==> src/rtl/mxint_dequant_if.sv <==
// Stream bundle for the MXINT dequantiser: the input block handshake plus the
// fixed-point result handshake, with master (producer/consumer side) and slave (DUT) views.
interface mxint_dequant_if #(
    parameter int IN_MAN_WIDTH = 8,
    parameter int IN_EXP_WIDTH = 8,
    parameter int OUT_WIDTH    = 16,
    parameter int BLOCK_SIZE   = 4
);
    logic signed [IN_MAN_WIDTH-1:0] mdata_in [BLOCK_SIZE];
    logic        [IN_EXP_WIDTH-1:0] edata_in;
    logic                           data_in_valid;
    logic                           data_in_ready;
    logic signed [OUT_WIDTH-1:0]    data_out [BLOCK_SIZE];
    logic                           sat_out;
    logic                           data_out_valid;
    logic                           data_out_ready;

    modport master (
        output mdata_in, edata_in, data_in_valid, data_out_ready,
        input  data_in_ready, data_out, sat_out, data_out_valid
    );

    modport slave (
        input  mdata_in, edata_in, data_in_valid, data_out_ready,
        output data_in_ready, data_out, sat_out, data_out_valid
    );
endinterface

==> src/rtl/mxint_dequant.sv <==
// MXINT block -> signed fixed-point, two-stage valid/ready pipeline with saturation.
// Define MXINT_DEQUANT_ROUND_EN to round right shifts half-up instead of truncating.
module mxint_dequant #(
    parameter int IN_MAN_WIDTH      = 8,
    parameter int IN_MAN_FRAC_WIDTH = 6,
    parameter int IN_EXP_WIDTH      = 8,
    parameter int OUT_WIDTH         = 16,
    parameter int OUT_FRAC_WIDTH    = 8,
    parameter int BLOCK_SIZE        = 4
) (
    input  logic           clk,
    input  logic           rst,
    mxint_dequant_if.slave bus
);
    localparam int BIAS = (1 << (IN_EXP_WIDTH - 1)) - 1;
    localparam int SW   = IN_EXP_WIDTH + 2;
    localparam int WW   = OUT_WIDTH + IN_MAN_WIDTH;
    localparam int RNW  = IN_MAN_WIDTH + 2;
    localparam int KMAX = IN_MAN_WIDTH + 1;
    localparam int LW   = $clog2(OUT_WIDTH + 1);
    localparam int KW   = $clog2(KMAX + 1);

    localparam logic signed [WW-1:0]        WMAX = WW'((1 << (OUT_WIDTH - 1)) - 1);
    localparam logic signed [WW-1:0]        WMIN = ~WMAX;
    localparam logic signed [OUT_WIDTH-1:0] OMAX = {1'b0, {(OUT_WIDTH-1){1'b1}}};
    localparam logic signed [OUT_WIDTH-1:0] OMIN = {1'b1, {(OUT_WIDTH-1){1'b0}}};

    logic                           s1_valid;
    logic                           s2_valid;
    logic                           s1_adv;
    logic                           in_ready;
    logic signed [IN_MAN_WIDTH-1:0] s1_man [BLOCK_SIZE];
    logic signed [SW-1:0]           s1_shift;
    logic signed [SW-1:0]           shift_in;
    logic signed [SW-1:0]           neg_shift;
    logic                           big_shift;
    logic        [LW-1:0]           lsh;
    logic        [KW-1:0]           k;
    logic signed [WW-1:0]           wide [BLOCK_SIZE];
    logic signed [RNW-1:0]          rsh [BLOCK_SIZE];
    logic signed [OUT_WIDTH-1:0]    res [BLOCK_SIZE];
    logic        [BLOCK_SIZE-1:0]   sat_e;
    logic signed [OUT_WIDTH-1:0]    out_r [BLOCK_SIZE];
    logic                           sat_r;
`ifdef MXINT_DEQUANT_ROUND_EN
    logic signed [RNW-1:0]          rnd_add;
`endif

    assign s1_adv   = !s2_valid || bus.data_out_ready;
    assign in_ready = !s1_valid || s1_adv;

    assign bus.data_in_ready  = in_ready;
    assign bus.data_out       = out_r;
    assign bus.sat_out        = sat_r;
    assign bus.data_out_valid = s2_valid;

    // Net shift from mantissa LSB weight to output LSB weight.
    assign shift_in = $signed({2'b00, bus.edata_in}) - SW'(BIAS)
                      + SW'(OUT_FRAC_WIDTH - IN_MAN_FRAC_WIDTH);

    always_comb begin
        neg_shift = -s1_shift;
        big_shift = s1_shift > SW'(OUT_WIDTH);
        lsh       = s1_shift[LW-1:0];
        k         = (neg_shift > SW'(KMAX)) ? KW'(KMAX) : neg_shift[KW-1:0];
`ifdef MXINT_DEQUANT_ROUND_EN
        rnd_add   = RNW'(1) << (k - KW'(1));
`endif
    end

    always_comb begin
        for (int i = 0; i < BLOCK_SIZE; i++) begin
            wide[i]  = WW'(s1_man[i]) <<< lsh;
`ifdef MXINT_DEQUANT_ROUND_EN
            rsh[i]   = (RNW'(s1_man[i]) + rnd_add) >>> k;
`else
            rsh[i]   = RNW'(s1_man[i]) >>> k;
`endif
            res[i]   = '0;
            sat_e[i] = 1'b0;
            if (!s1_shift[SW-1]) begin
                // lsh is only meaningful when the shift fits, big_shift covers the rest
                if (s1_man[i] == '0) begin
                    res[i] = '0;
                end else if (big_shift || (wide[i] > WMAX) || (wide[i] < WMIN)) begin
                    sat_e[i] = 1'b1;
                    res[i]   = s1_man[i][IN_MAN_WIDTH-1] ? OMIN : OMAX;
                end else begin
                    res[i] = wide[i][OUT_WIDTH-1:0];
                end
            end else begin
                res[i] = OUT_WIDTH'(rsh[i]);
            end
        end
    end

    always_ff @(posedge clk or negedge rst) begin
        if (!rst) begin
            s1_valid <= 1'b0;
            s1_shift <= '0;
            for (int i = 0; i < BLOCK_SIZE; i++) s1_man[i] <= '0;
        end else if (in_ready) begin
            s1_valid <= bus.data_in_valid;
            if (bus.data_in_valid) begin
                s1_man   <= bus.mdata_in;
                s1_shift <= shift_in;
            end
        end
    end

    always_ff @(posedge clk or negedge rst) begin
        if (!rst) begin
            s2_valid <= 1'b0;
            sat_r    <= 1'b0;
            for (int i = 0; i < BLOCK_SIZE; i++) out_r[i] <= '0;
        end else if (s1_adv) begin
            s2_valid <= s1_valid;
            if (s1_valid) begin
                out_r <= res;
                sat_r <= |sat_e;
            end
        end
    end
endmodule
==> src/flat_wrapper.sv <==
// flat-port wrapper written by rule: the top's interface ports become plain ports
module mxint_dequant_flat 
#(
    parameter int IN_MAN_WIDTH      = 8,
    parameter int IN_MAN_FRAC_WIDTH = 6,
    parameter int IN_EXP_WIDTH      = 8,
    parameter int OUT_WIDTH         = 16,
    parameter int OUT_FRAC_WIDTH    = 8,
    parameter int BLOCK_SIZE        = 4
)
  (clk, rst, bus_mdata_in, bus_edata_in, bus_data_in_valid, bus_data_out_ready, bus_data_in_ready, bus_data_out, bus_sat_out, bus_data_out_valid);
  mxint_dequant_if #(.IN_MAN_WIDTH(IN_MAN_WIDTH), .IN_EXP_WIDTH(IN_EXP_WIDTH), .OUT_WIDTH(OUT_WIDTH), .BLOCK_SIZE(BLOCK_SIZE)) bus_i ();
  input  logic clk;
  input  logic rst;
  input wire logic [$bits(bus_i.mdata_in)-1:0] bus_mdata_in;
  input wire logic [$bits(bus_i.edata_in)-1:0] bus_edata_in;
  input wire logic [$bits(bus_i.data_in_valid)-1:0] bus_data_in_valid;
  input wire logic [$bits(bus_i.data_out_ready)-1:0] bus_data_out_ready;
  output wire logic [$bits(bus_i.data_in_ready)-1:0] bus_data_in_ready;
  output wire logic [$bits(bus_i.data_out)-1:0] bus_data_out;
  output wire logic [$bits(bus_i.sat_out)-1:0] bus_sat_out;
  output wire logic [$bits(bus_i.data_out_valid)-1:0] bus_data_out_valid;
  assign bus_i.mdata_in = {>>{bus_mdata_in}};
  assign bus_i.edata_in = bus_edata_in;
  assign bus_i.data_in_valid = bus_data_in_valid;
  assign bus_i.data_out_ready = bus_data_out_ready;
  assign bus_data_in_ready = bus_i.data_in_ready;
  assign bus_data_out = {>>{bus_i.data_out}};
  assign bus_sat_out = bus_i.sat_out;
  assign bus_data_out_valid = bus_i.data_out_valid;
  mxint_dequant #(.IN_MAN_WIDTH(IN_MAN_WIDTH), .IN_MAN_FRAC_WIDTH(IN_MAN_FRAC_WIDTH), .IN_EXP_WIDTH(IN_EXP_WIDTH), .OUT_WIDTH(OUT_WIDTH), .OUT_FRAC_WIDTH(OUT_FRAC_WIDTH), .BLOCK_SIZE(BLOCK_SIZE)) u_core (.clk(clk), .rst(rst), .bus(bus_i));
endmodule
==> config.mk <==
export PLATFORM = sky130hd
export DESIGN_NAME = mxint_dequant_flat
export DESIGN_NICKNAME = d
export VERILOG_FILES = /design/src/rtl/mxint_dequant_if.sv /design/src/rtl/mxint_dequant.sv /design/src/flat_wrapper.sv
export SDC_FILE = /design/constraint.sdc
export NUM_CORES = 1
export LEC_CHECK = 0
export ABC_AREA = 1
export BUFFER_PORTS_ARGS = -buffer_cell sky130_fd_sc_hd__buf_2
export CAP_MARGIN = 30
export CORE_MARGIN = 5
export CORE_UTILIZATION = 56
export CTS_BUF_LIST = sky130_fd_sc_hd__clkbuf_2
export CTS_CLUSTER_SIZE = 28
export DETAILED_ROUTE_END_ITERATION = 10
export PLACE_DENSITY = 0.8
export SLEW_MARGIN = 40
export SYNTH_ARGS = -nofsm -noshare
export SYNTH_HDL_FRONTEND = slang
export SYNTH_SLANG_ARGS = --single-unit
==> constraint.sdc <==
create_clock -name clk -period 3 [get_ports clk]
set_input_delay 0.3 -clock clk [delete_from_list [all_inputs] [get_ports clk]]
set_output_delay 0.3 -clock clk [all_outputs]
set_load 0.02 [all_outputs]
Word level (Yosys, flattened, before mapping)
Index checks and enable logic that the tools add are counted.
{ "totals": {"reg_bits": 109, "wordCells": 81, "in_bits": 44, "out_inout_bits": 67} }
{ "classes": {"n_lt_le_gt_ge": 10, "n_addsub": 3, "n_reduce_logical": 19, "shifts": 8, "n_mux": 29} }
{ "ops": {"columns": ["cell", "count"], "rows": [
  ["$mux 16", 16],
  ["$gt 24x16->1 const B", 4],
  ["$lt 24x16->1 const B", 4],
  ["$sshl 8x5->24", 4],
  ["$sshr 8x4->10", 4],
  ["$logic_not 8->1", 4],
  ["$mux 1", 12],
  ["$add 10x3->10 const B", 1],
  ["$gt 10x5->1 const B", 1],
  ["$gt 10x6->1 const B", 1],
  ["$logic_or 1x1->1", 10],
  ["$neg 10->10", 1],
  ["$sub 8x7->9 const B", 1],
  ["$mux 4", 1],
  ["$reduce_and 2->1", 2],
  ["$reduce_or 4->1", 1],
  ["$logic_not 1->1", 2]
]} }

Longest topological paths before layout
Gate-level depths: netlist of run 1.
{ "logic_depth": {"ltp_word": 8, "mapped_depth": 27, "ltp_nobuf": 21} }

Least setup slack after synthesis of run 1
OpenSTA, ideal clock, no wires.
{ "synth_path": {"path_type": "register to register", "from": "register u_core.s1_shift[0]", "to": "register u_core.out_r (netlist bit u_core.bus.data_out[16])", "arrival_ns": 2.713, "setup_slack_ns": 0.170, "stages_incl_launch_ff": 24, "n_path_buf": 6, "period_less_slack_ns": 2.830, "required_ns": 2.883, "setup_time_ns": 0.117, "cell_sequence": "dfrtp_1 > buf_6 > inv_4 > buf_8 > buf_6 > clkbuf_1 > ha_1 > nand2_1 > nor3_1 > nor2_1 > nor2_1 > nand2_1 > nand2_2 > nand2_1 > buf_4 > buf_6 > nand2_1 > nand3_1 > nand3_1 > nand3_1 > nand2_1 > nand2_1 > nand2_1 > nand2_1"} }
{ "synth_via": {"elab_chain_cells": 7, "elab_cells_between_ends": 13, "cone_classes": "add/sub (1); order compare (4); shift (2); mux (4); reduce/logical (2)"} }
{ "synth_rtl": {"columns": ["item", "line", "text"], "rows": [
  ["from (decl)", "mxint_dequant.sv:33", "logic signed [SW-1:0] s1_shift;"],
  ["from (signal assigned)", "mxint_dequant.sv:106", "s1_shift <= shift_in;"],
  ["branches (longest 6 deep; another with $neg 10->10)", null, null],
  ["$mux 16 *", "mxint_dequant.sv:81", "if (!s1_shift[SW-1]) begin"],
  ["to (signal assigned)", "mxint_dequant.sv:119", "out_r <= res;"],
  ["to (decl)", "mxint_dequant.sv:43", "logic signed [OUT_WIDTH-1:0] out_r [BLOCK_SIZE];"]
]} }
Mark *: on every way between the ends.
A chain may end at the register's enable or synchronous reset.

Final worst setup path of run 1
{ "layout_path": {"from": "register u_core.s1_shift[1]", "to": "register u_core.out_r (netlist bit u_core.bus.data_out[51])"} }
Same word-level chain as after synthesis.

==> insert_results.sql, run 1 <==
INSERT INTO impl_metrics (metric_group, metric, value, unit) VALUES
('status', 'status', 'finished clean', ''),
('floorplan', 'floorplan.rows', '47', ''),
('layout', 'nFillCells', '1651', ''),
('sta', 'final_hold_viol_count', '0', ''),
('sta', 'rsz0062_at_grt', 'yes', ''),
('synthesis', 'post-synth-top-count-cell', 'sky130_fd_sc_hd__nand2_1', ''),
('floorplan', 'die-area', '0.01980', 'mm2'),
('pwr', 'switching_share', '54.76', '%'),
('sta', 'worstMarginPinSlew', '0.7159', 'ns'),
('route', 'via_per_inst', '5.896', ''),
('floorplan', 'core_area', '0.01670', 'mm2'),
('synthesis', 'synthTopCellsByArea', 'sky130_fd_sc_hd__dfrtp_1 (29%), sky130_fd_sc_hd__nand2_1 (22%), sky130_fd_sc_hd__nand3_1 (15%), sky130_fd_sc_hd__nor2_1 (4.9%), sky130_fd_sc_hd__o21ai_0 (3.9%)', ''),
('sta', 'achievable-frequency', '352.2', 'MHz'),
('cts', 'cts_tree', 'yes', ''),
('sta', 'tns', '0', 'ns'),
('critical_path', 'worst_r2r_endpoint', 'u_core.bus.data_out[51]$_DFFE_PN0P_', ''),
('placement', 'port_buffers', '110', ''),
('pwr', 'netSwitchingPower', '0.004383', 'W'),
('placement', 'gp_congestion', '1.021', ''),
('route', 'route.antenna.remaining_nets', '0', ''),
('cts', 'clkSinkCount', '109', ''),
('route', 'detailroute.wirelength.met2', '14240', 'um'),
('pwr', 'max-vdd-ir-drop', '0.4133', 'mV'),
('route', 'routedLengthMet1', '15020', 'um'),
('pwr', 'cellInternalPower', '0.003621', 'W'),
('pwr', 'power.combinational.fraction', '61.7', '%'),
('synthesis', 'postSynthCellCount', '1584', ''),
('cts', 'clockBufferDepth', '2', ''),
('cts', 'cts_root_buf', 'sky130_fd_sc_hd__clkbuf_2', ''),
('critical_path', 'required', '3.58', 'ns'),
('route', 'wl', '34190', 'um'),
('route', 'drc_violation_total_after_the_first_tritonroute_iteration', '1427', ''),
('critical_path', 'startpoint', 'u_core.s1_shift[1]$_DFFE_PN0P_', ''),
('synthesis', 'syn-cell-area', '0.009569', 'mm2'),
('critical_path', 'timing.critical_path.to_type', 'flip-flop', ''),
('cts', 'cts_inserted_buffers', '9', ''),
('floorplan', 'floorplan.initialDensity', '57.30', '%'),
('route', 'met3WireLength', '3784', 'um'),
('critical_path', 'critical_path.max_fanout', '11', ''),
('synthesis', 'syn-mean-instance-area', '6.041', 'um2'),
('sta', 'min_period_over_period', '94.63', '%'),
('grt', 'globalRoute.totalOverflow', '0', ''),
('synthesis', 'yosysTopAreaCellShare', '28.50', '%'),
('route', 'detail_route.first_pass.iterations', '6', ''),
('sta', 'layout_min_cycle_time', '2.839', 'ns'),
('floorplan', 'pin_count', '111', ''),
('cts', 'cts.repair_timing.setup_buffer_count', '0', ''),
('sta', 'timing.final.max_slew_violations', '0', ''),
('floorplan', 'die_boundary_width', '140.7', 'um'),
('critical_path', 'start_kind', 'flip-flop', ''),
('critical_path', 'worstSetupEndpoint', 'u_core.bus.data_out[51]$_DFFE_PN0P_', ''),
('sta', 'timing.final.setup_violations', '0', ''),
('route', 'drc', '0', ''),
('cts', 'worst_skew_late_latency', '0.70', 'ns'),
('route', 'detailroute.via_count', '11300', ''),
('layout', 'finalNetCount', '1739', ''),
('grt', 'grt_pass1_vias', '10140', ''),
('critical_path', 'r2r_slack', '0.16', 'ns'),
('flow_run', 'drv_cap', '0', ''),
('pwr', 'p_clk_share', '9.8', '%'),
('synthesis', 'dominantRegCellSynth', 'sky130_fd_sc_hd__dfrtp_1', ''),
('synthesis', 'synth_seq_area_share', '28.50', '%'),
('pwr', 'total_leakage_power', '5.495', 'nW'),
('synthesis', 'yosys-top-cells-count', 'sky130_fd_sc_hd__nand2_1 (566), sky130_fd_sc_hd__nand3_1 (284), sky130_fd_sc_hd__nor2_1 (125), sky130_fd_sc_hd__dfrtp_1 (109), sky130_fd_sc_hd__inv_1 (77)', ''),
('synthesis', 'yosysUniqueCellTypes', '41', ''),
('synthesis', 'yosys_warnings', '0', ''),
('sta', 'final.setup_skew', '0.05356', 'ns'),
('layout', 'layout-drive-gt1-share', '14.33', '%'),
('critical_path', 'critical_path_class', 'reg2reg', ''),
('route', 'top_layer_reached_by_signal_wires', 'met4', ''),
('grt', 'grt_start_max_net_pins', '73', '');
==> kinds of logic after synthesis <==
family | count (synthesis) | synth area share (%)
xor+xnor | 8 | 0.7322
simple gates | 1073 | 49.40
compound gates | 196 | 11.31
flops | 109 | 28.50
buf+inv | 194 | 9.532
fa+ha+maj | 4 | 0.5230
==> sequential cells by signal, indices dropped and copies added, names as in the netlist <==
signal	count
u_core.s1_man	32
u_core.bus.data_out	64
u_core.bus.sat_out	1
u_core.s1_valid	1
u_core.s1_shift	10
u_core.bus.data_out_valid	1
==> cell usage in the layout, fill, tap and decap left out, types with 7 or more instances in the layout <==
cell                            instances
sky130_fd_sc_hd__nand2_1              566
sky130_fd_sc_hd__nand3_2                7
sky130_fd_sc_hd__xor2_1                 7
sky130_fd_sc_hd__a21oi_1               74
sky130_fd_sc_hd__o21ai_0               75
sky130_fd_sc_hd__dlygate4sd3_1         40
sky130_fd_sc_hd__nand2_2               22
sky130_fd_sc_hd__buf_4                 45
sky130_fd_sc_hd__o211ai_1              20
sky130_fd_sc_hd__inv_1                 76
sky130_fd_sc_hd__nand3_1              284
sky130_fd_sc_hd__dfrtp_1              106
sky130_fd_sc_hd__buf_2                109
sky130_fd_sc_hd__nand4_1               44
sky130_fd_sc_hd__o21ai_1               16
sky130_fd_sc_hd__nor2_1               124
sky130_fd_sc_hd__clkbuf_2               9
==> stage by stage <==
| stage | cell area (um2) | total power, W | utilization, % | std cells | setup slack [ns] |
|---|---|---|---|---|---|
| final | 10850 | 0.008004 | 64.98 | 1917 | 0.1611 |
| after global routing | 10850 | 0.008603 | 64.98 | 1917 | -0.007614 |
| after CTS | 10820 | 0.007879 | 64.77 | 1916 | 0.2447 |
| after detailed placement | 10290 | 0.007057 | 61.60 | 1860 | 0.2826 |
| after global placement | 10290 | 0.007010 | 61.60 | 1860 | 0.3023 |
| after floorplan | 9569 | 0.005633 | - | 1584 | 0.1699 |
==> layer usage <==
layer,track usage [%],vias up
met1,51.11,5116
li1,-,5439
met2,50.81,673
met4,10.71,0
met5,0,-
met3,6.366,75
==> final cells by class <==
class / instances / area [um2] / area share (%)
Antenna cell: 1 / 2.502 / 0.02306
Clock inverter: 7 / 82.58 / 0.7609
Clock buffer: 9 / 45.04 / 0.4150
Sequential cell: 109 / 2731 / 25.17
Timing Repair Buffer: 203 / 1441 / 13.28
Tap cell: 220 / 275.3 / 2.536
Multi-Input combinational cell: 1281 / 5943 / 54.76
Inverter: 87 / 331.6 / 3.055
==> worst min path at each step <==
stage                         start                             endpoint  depth (start not counted)
global route        bus_edata_in[5]       u_core.s1_shift[5]$_DFFE_PN0P_                          5
CTS                 bus_edata_in[3]       u_core.s1_shift[3]$_DFFE_PN0P_                          5
finish              bus_edata_in[5]       u_core.s1_shift[5]$_DFFE_PN0P_                          5
detailed placement              rst  u_core.bus.data_out[13]$_DFFE_PN0P_                          1
floorplan                       rst   u_core.bus.data_out[0]$_DFFE_PN0P_                          0
global placement                rst  u_core.bus.data_out[13]$_DFFE_PN0P_                          1
==> power groups by stage <==
| stage | combinational (W) | clock (W) | sequential (W) |
|---|---|---|---|
| 3_5_place_dp | 0.00477 | 0 | 0.00229 |
| 6_report | 0.00494 | 0.000788 | 0.00228 |
| 2_1_floorplan | 0.00299 | 0 | 0.00264 |
| 3_3_place_gp | 0.00473 | 0 | 0.00228 |
| 5_1_grt | 0.00541 | 0.000858 | 0.00233 |
| 4_1_cts | 0.00483 | 0.000793 | 0.00226 |
==> critical path: stages, from the launching register on <==
cell and delay [ns]:
sky130_fd_sc_hd__dfrtp_1 0.47, sky130_fd_sc_hd__buf_4 0.20, sky130_fd_sc_hd__nor2_8 0.16, sky130_fd_sc_hd__nand3_2 0.13, sky130_fd_sc_hd__inv_2 0.09, sky130_fd_sc_hd__nand2_2 0.08
sky130_fd_sc_hd__nand2_1 0.07, sky130_fd_sc_hd__nand2_1 0.04, sky130_fd_sc_hd__nor2_1 0.10, sky130_fd_sc_hd__nand2_1 0.08, sky130_fd_sc_hd__nand2_2 0.17, sky130_fd_sc_hd__nand2_2 0.21
sky130_fd_sc_hd__nor2_4 0.17, sky130_fd_sc_hd__inv_2 0.10, sky130_fd_sc_hd__nand2_1 0.11, sky130_fd_sc_hd__nand2_1 0.06, sky130_fd_sc_hd__o21ai_1 0.35, sky130_fd_sc_hd__a21oi_1 0.12
==> what timing repair did <==
action,CTS,global route
endpoints found under the setup margin,0,25
hold endpoints to repair,82,0
hold buffers,40,0
resized for setup,0,11
Note: power is estimated with default switching activity, not from simulation.
==> run 2: changes to the inputs <==
CORE_ASPECT_RATIO = 1.75   (was not set)
CORE_MARGIN = not set   (was 5)
==> insert_results.sql, run 2 (synthesized netlist as in run 1, its figures left out) <==
INSERT INTO impl_metrics (metric_group, metric, value, unit) VALUES
('layout', 'finalNetCount', '1737', ''),
('sta', 'rsz0062_at_grt', 'no', ''),
('pwr', 'max-vdd-ir-drop', '0.4295', 'mV'),
('route', 'detail_route.wl_per_cell', '18.04', 'um'),
('hold_path', 'hold_path_depth', '5', ''),
('floorplan', 'die-area', '0.01764', 'mm2'),
('critical_path', 'start_kind', 'flip-flop', ''),
('sta', 'min_period_over_period', '94.38', '%'),
('floorplan', 'die_boundary_width', '100.8', 'um'),
('cts', 'worst_skew_late_latency', '0.69', 'ns'),
('sta', 'timing.final.max_slew_violations', '0', ''),
('sta', 'worstMarginPinSlew', '0.7695', 'ns'),
('route', 'detail_route.first_pass.iterations', '8', ''),
('pwr', 'total_leakage_power', '5.495', 'nW'),
('flow_run', 'drv_cap', '0', ''),
('critical_path', 'rr_startpoint', 'u_core.s1_man[31]$_DFFE_PN0P_', ''),
('sta', 'timing.final.setup_violations', '0', ''),
('sta', 'tns', '0', 'ns'),
('sta', 'final_hold_viol_count', '0', ''),
('critical_path', 'startpoint', 'u_core.s1_man[31]$_DFFE_PN0P_', ''),
('critical_path', 'r2r_slack', '0.17', 'ns'),
('layout', 'nFillCells', '1606', ''),
('cts', 'cts_tree', 'yes', ''),
('critical_path', 'timing.critical_path.arrival', '3.47', 'ns'),
('sta', 'achievable-frequency', '353.2', 'MHz'),
('route', 'via_per_inst', '5.880', ''),
('floorplan', 'die-height', '174.9', 'um'),
('status', 'status', 'finished clean', ''),
('route', 'drc_violation_total_after_the_first_tritonroute_iteration', '1018', ''),
('sta', 'final.setup_skew', '0.06172', 'ns'),
('sta', 'setup_ws', '0.1685', 'ns'),
('route', 'drc', '0', ''),
('hold_path', 'hold_path.class', 'in2reg', ''),
('cts', 'cts_inserted_buffers', '9', ''),
('cts', 'clockBufferDepth', '2', ''),
('route', 'wl', '34620', 'um'),
('critical_path', 'r2r_cells', '15', ''),
('placement', 'detailedPlacementHpwl', '26070', 'um'),
('grt', 'grt_antenna_before_repair', '1', ''),
('layout', 'flow.area_growth_from_synthesis', '13.44', '%'),
('grt', 'grt_start_max_net_pins', '74', ''),
('route', 'route.antenna.remaining_nets', '0', ''),
('sta', 'layout_min_cycle_time', '2.831', 'ns'),
('route', 'detailroute.via_count', '11280', ''),
('grt', 'track_usage', '40.49', '%'),
('layout', 'largest_reg_flops', '64', ''),
('critical_path', 'critical_path_class', 'reg2reg', ''),
('critical_path', 'timing.critical_path.to_type', 'flip-flop', ''),
('grt', 'grt_pass1_vias', '10350', ''),
('pwr', 'p_per_area', '745.3', 'mW/mm2'),
('critical_path', 'required', '3.64', 'ns'),
('grt', 'grt_pass1_wl', '55370', 'um'),
('cts', 'path_clk_slew', '0.36', 'ns'),
('floorplan', 'pin_count', '111', ''),
('critical_path', 'worstSetupEndpoint', 'u_core.bus.data_out[48]$_DFFE_PN0P_', ''),
('layout', 'layout-drive-gt1-share', '14.11', '%'),
('floorplan', 'floorplan.rows', '62', ''),
('placement', 'place_worst_setup_slack', '0.09632', 'ns'),
('layout', 'most_common_library_cell_in_the_layout_ignoring_fill_and_taps', 'sky130_fd_sc_hd__nand2_1', ''),
('floorplan', 'floorplan.initialDensity', '57.91', '%'),
('grt', 'globalRoute.totalOverflow', '0', ''),
('sta', 'slew_headroom', '48.70', '%'),
('cts', 'h-tree-depth', '3', ''),
('floorplan', 'core_area', '0.01652', 'mm2'),
('placement', 'port_buffers', '110', ''),
('layout', 'final_cell_mix', 'sky130_fd_sc_hd__nand2_1 (566), sky130_fd_sc_hd__nand3_1 (284), sky130_fd_sc_hd__nor2_1 (124)', ''),
('critical_path', 'critical_path.max_fanout', '16', ''),
('cts', 'cts_root_buf', 'sky130_fd_sc_hd__clkbuf_2', ''),
('pwr', 'total_power', '0.008090', 'W'),
('cts', 'clkSinkCount', '109', ''),
('critical_path', 'worst_r2r_endpoint', 'u_core.bus.data_out[48]$_DFFE_PN0P_', ''),
('placement', 'gp_congestion', '1.046', '');
==> run 2: changes by cell type in the layout (fill, tap and decap cells not counted), sizes merged <==
cell | previous run | this run
buf | 163 | 162
bufinv | 0 | 1
clkinv | 6 | 5
dlygate4sd3 | 40 | 39
==> run 2: critical path: stages, from the launching register on <==
cell and delay, ns:
sky130_fd_sc_hd__dfrtp_1 0.70, sky130_fd_sc_hd__inv_1 0.32, sky130_fd_sc_hd__nor2_1 0.08, sky130_fd_sc_hd__nor2_1 0.35
sky130_fd_sc_hd__nand2_1 0.15, sky130_fd_sc_hd__nand2_1 0.09, sky130_fd_sc_hd__nand2_1 0.05, sky130_fd_sc_hd__nor2_1 0.10
sky130_fd_sc_hd__nand2_1 0.07, sky130_fd_sc_hd__nand2_2 0.16, sky130_fd_sc_hd__nand2_2 0.16, sky130_fd_sc_hd__nand2_4 0.20
sky130_fd_sc_hd__nand3_1 0.12, sky130_fd_sc_hd__nand2_1 0.09, sky130_fd_sc_hd__nand2_1 0.05, sky130_fd_sc_hd__nand2_1 0.07
==> run 2: metal layers <==
layer	vias to the layer above	GRT usage [%]	wire, um
li1	5441	-	-
met1	5147	51.11	13240
met4	0	23.25	2074
met3	109	5.680	2904
met5	-	0	0
met2	587	65.41	16400
==> run 2: timing repair <==
item / CTS / global route
resized for setup: 0 / 4
setup buffers: 0 / 1
hold endpoints to repair: 100 / 0
hold buffers: 39 / 0
setup endpoints to repair: 0 / 28
==> run 2: worst min path at each step <==
stage,endpoint,start
4_1_cts,u_core.s1_shift[6]$_DFFE_PN0P_,bus_edata_in[6]
3_5_place_dp,u_core.bus.data_out[9]$_DFFE_PN0P_,rst
3_3_place_gp,u_core.bus.data_out[9]$_DFFE_PN0P_,rst
2_1_floorplan,u_core.bus.data_out[0]$_DFFE_PN0P_,rst
6_report,u_core.s1_shift[3]$_DFFE_PN0P_,bus_edata_in[3]
5_1_grt,u_core.s1_shift[6]$_DFFE_PN0P_,bus_edata_in[6]
==> run 2: area by class of cell <==
type / count / area (um2) / share of cell area (%)
Multi-Input combinational cell: 1281 / 5937 / 54.69
Tap cell: 224 / 280.3 / 2.582
Timing Repair Buffer: 201 / 1441 / 13.28
Antenna cell: 1 / 2.502 / 0.02305
Inverter: 87 / 329.1 / 3.031
Clock inverter: 7 / 90.09 / 0.8299
Clock buffer: 9 / 45.04 / 0.4149
Sequential cell: 109 / 2730 / 25.15
==> run 2: per-stage QoR <==
step	utilization [%]	cell area, um2	hold slack (ns)	cells
final	65.70	10860	0.07445	1919
after global routing	65.70	10860	0.1000	1919
after CTS	65.54	10830	0.03455	1917
after detailed placement	62.36	10300	0.4269	1862
after global placement	62.36	10300	0.4156	1862
after floorplan	-	9569	0.004409	1584
==> run 2: power by group <==
part	total (W)	switching [W]	internal, W	leakage [nW]
registers	0.00234	0.000429	0.00191	1.28
logic	0.00497	0.00340	0.00156	4.13
clock network	0.000786	0.000570	0.000217	0.0807
total	0.00809	0.00440	0.00369	5.49
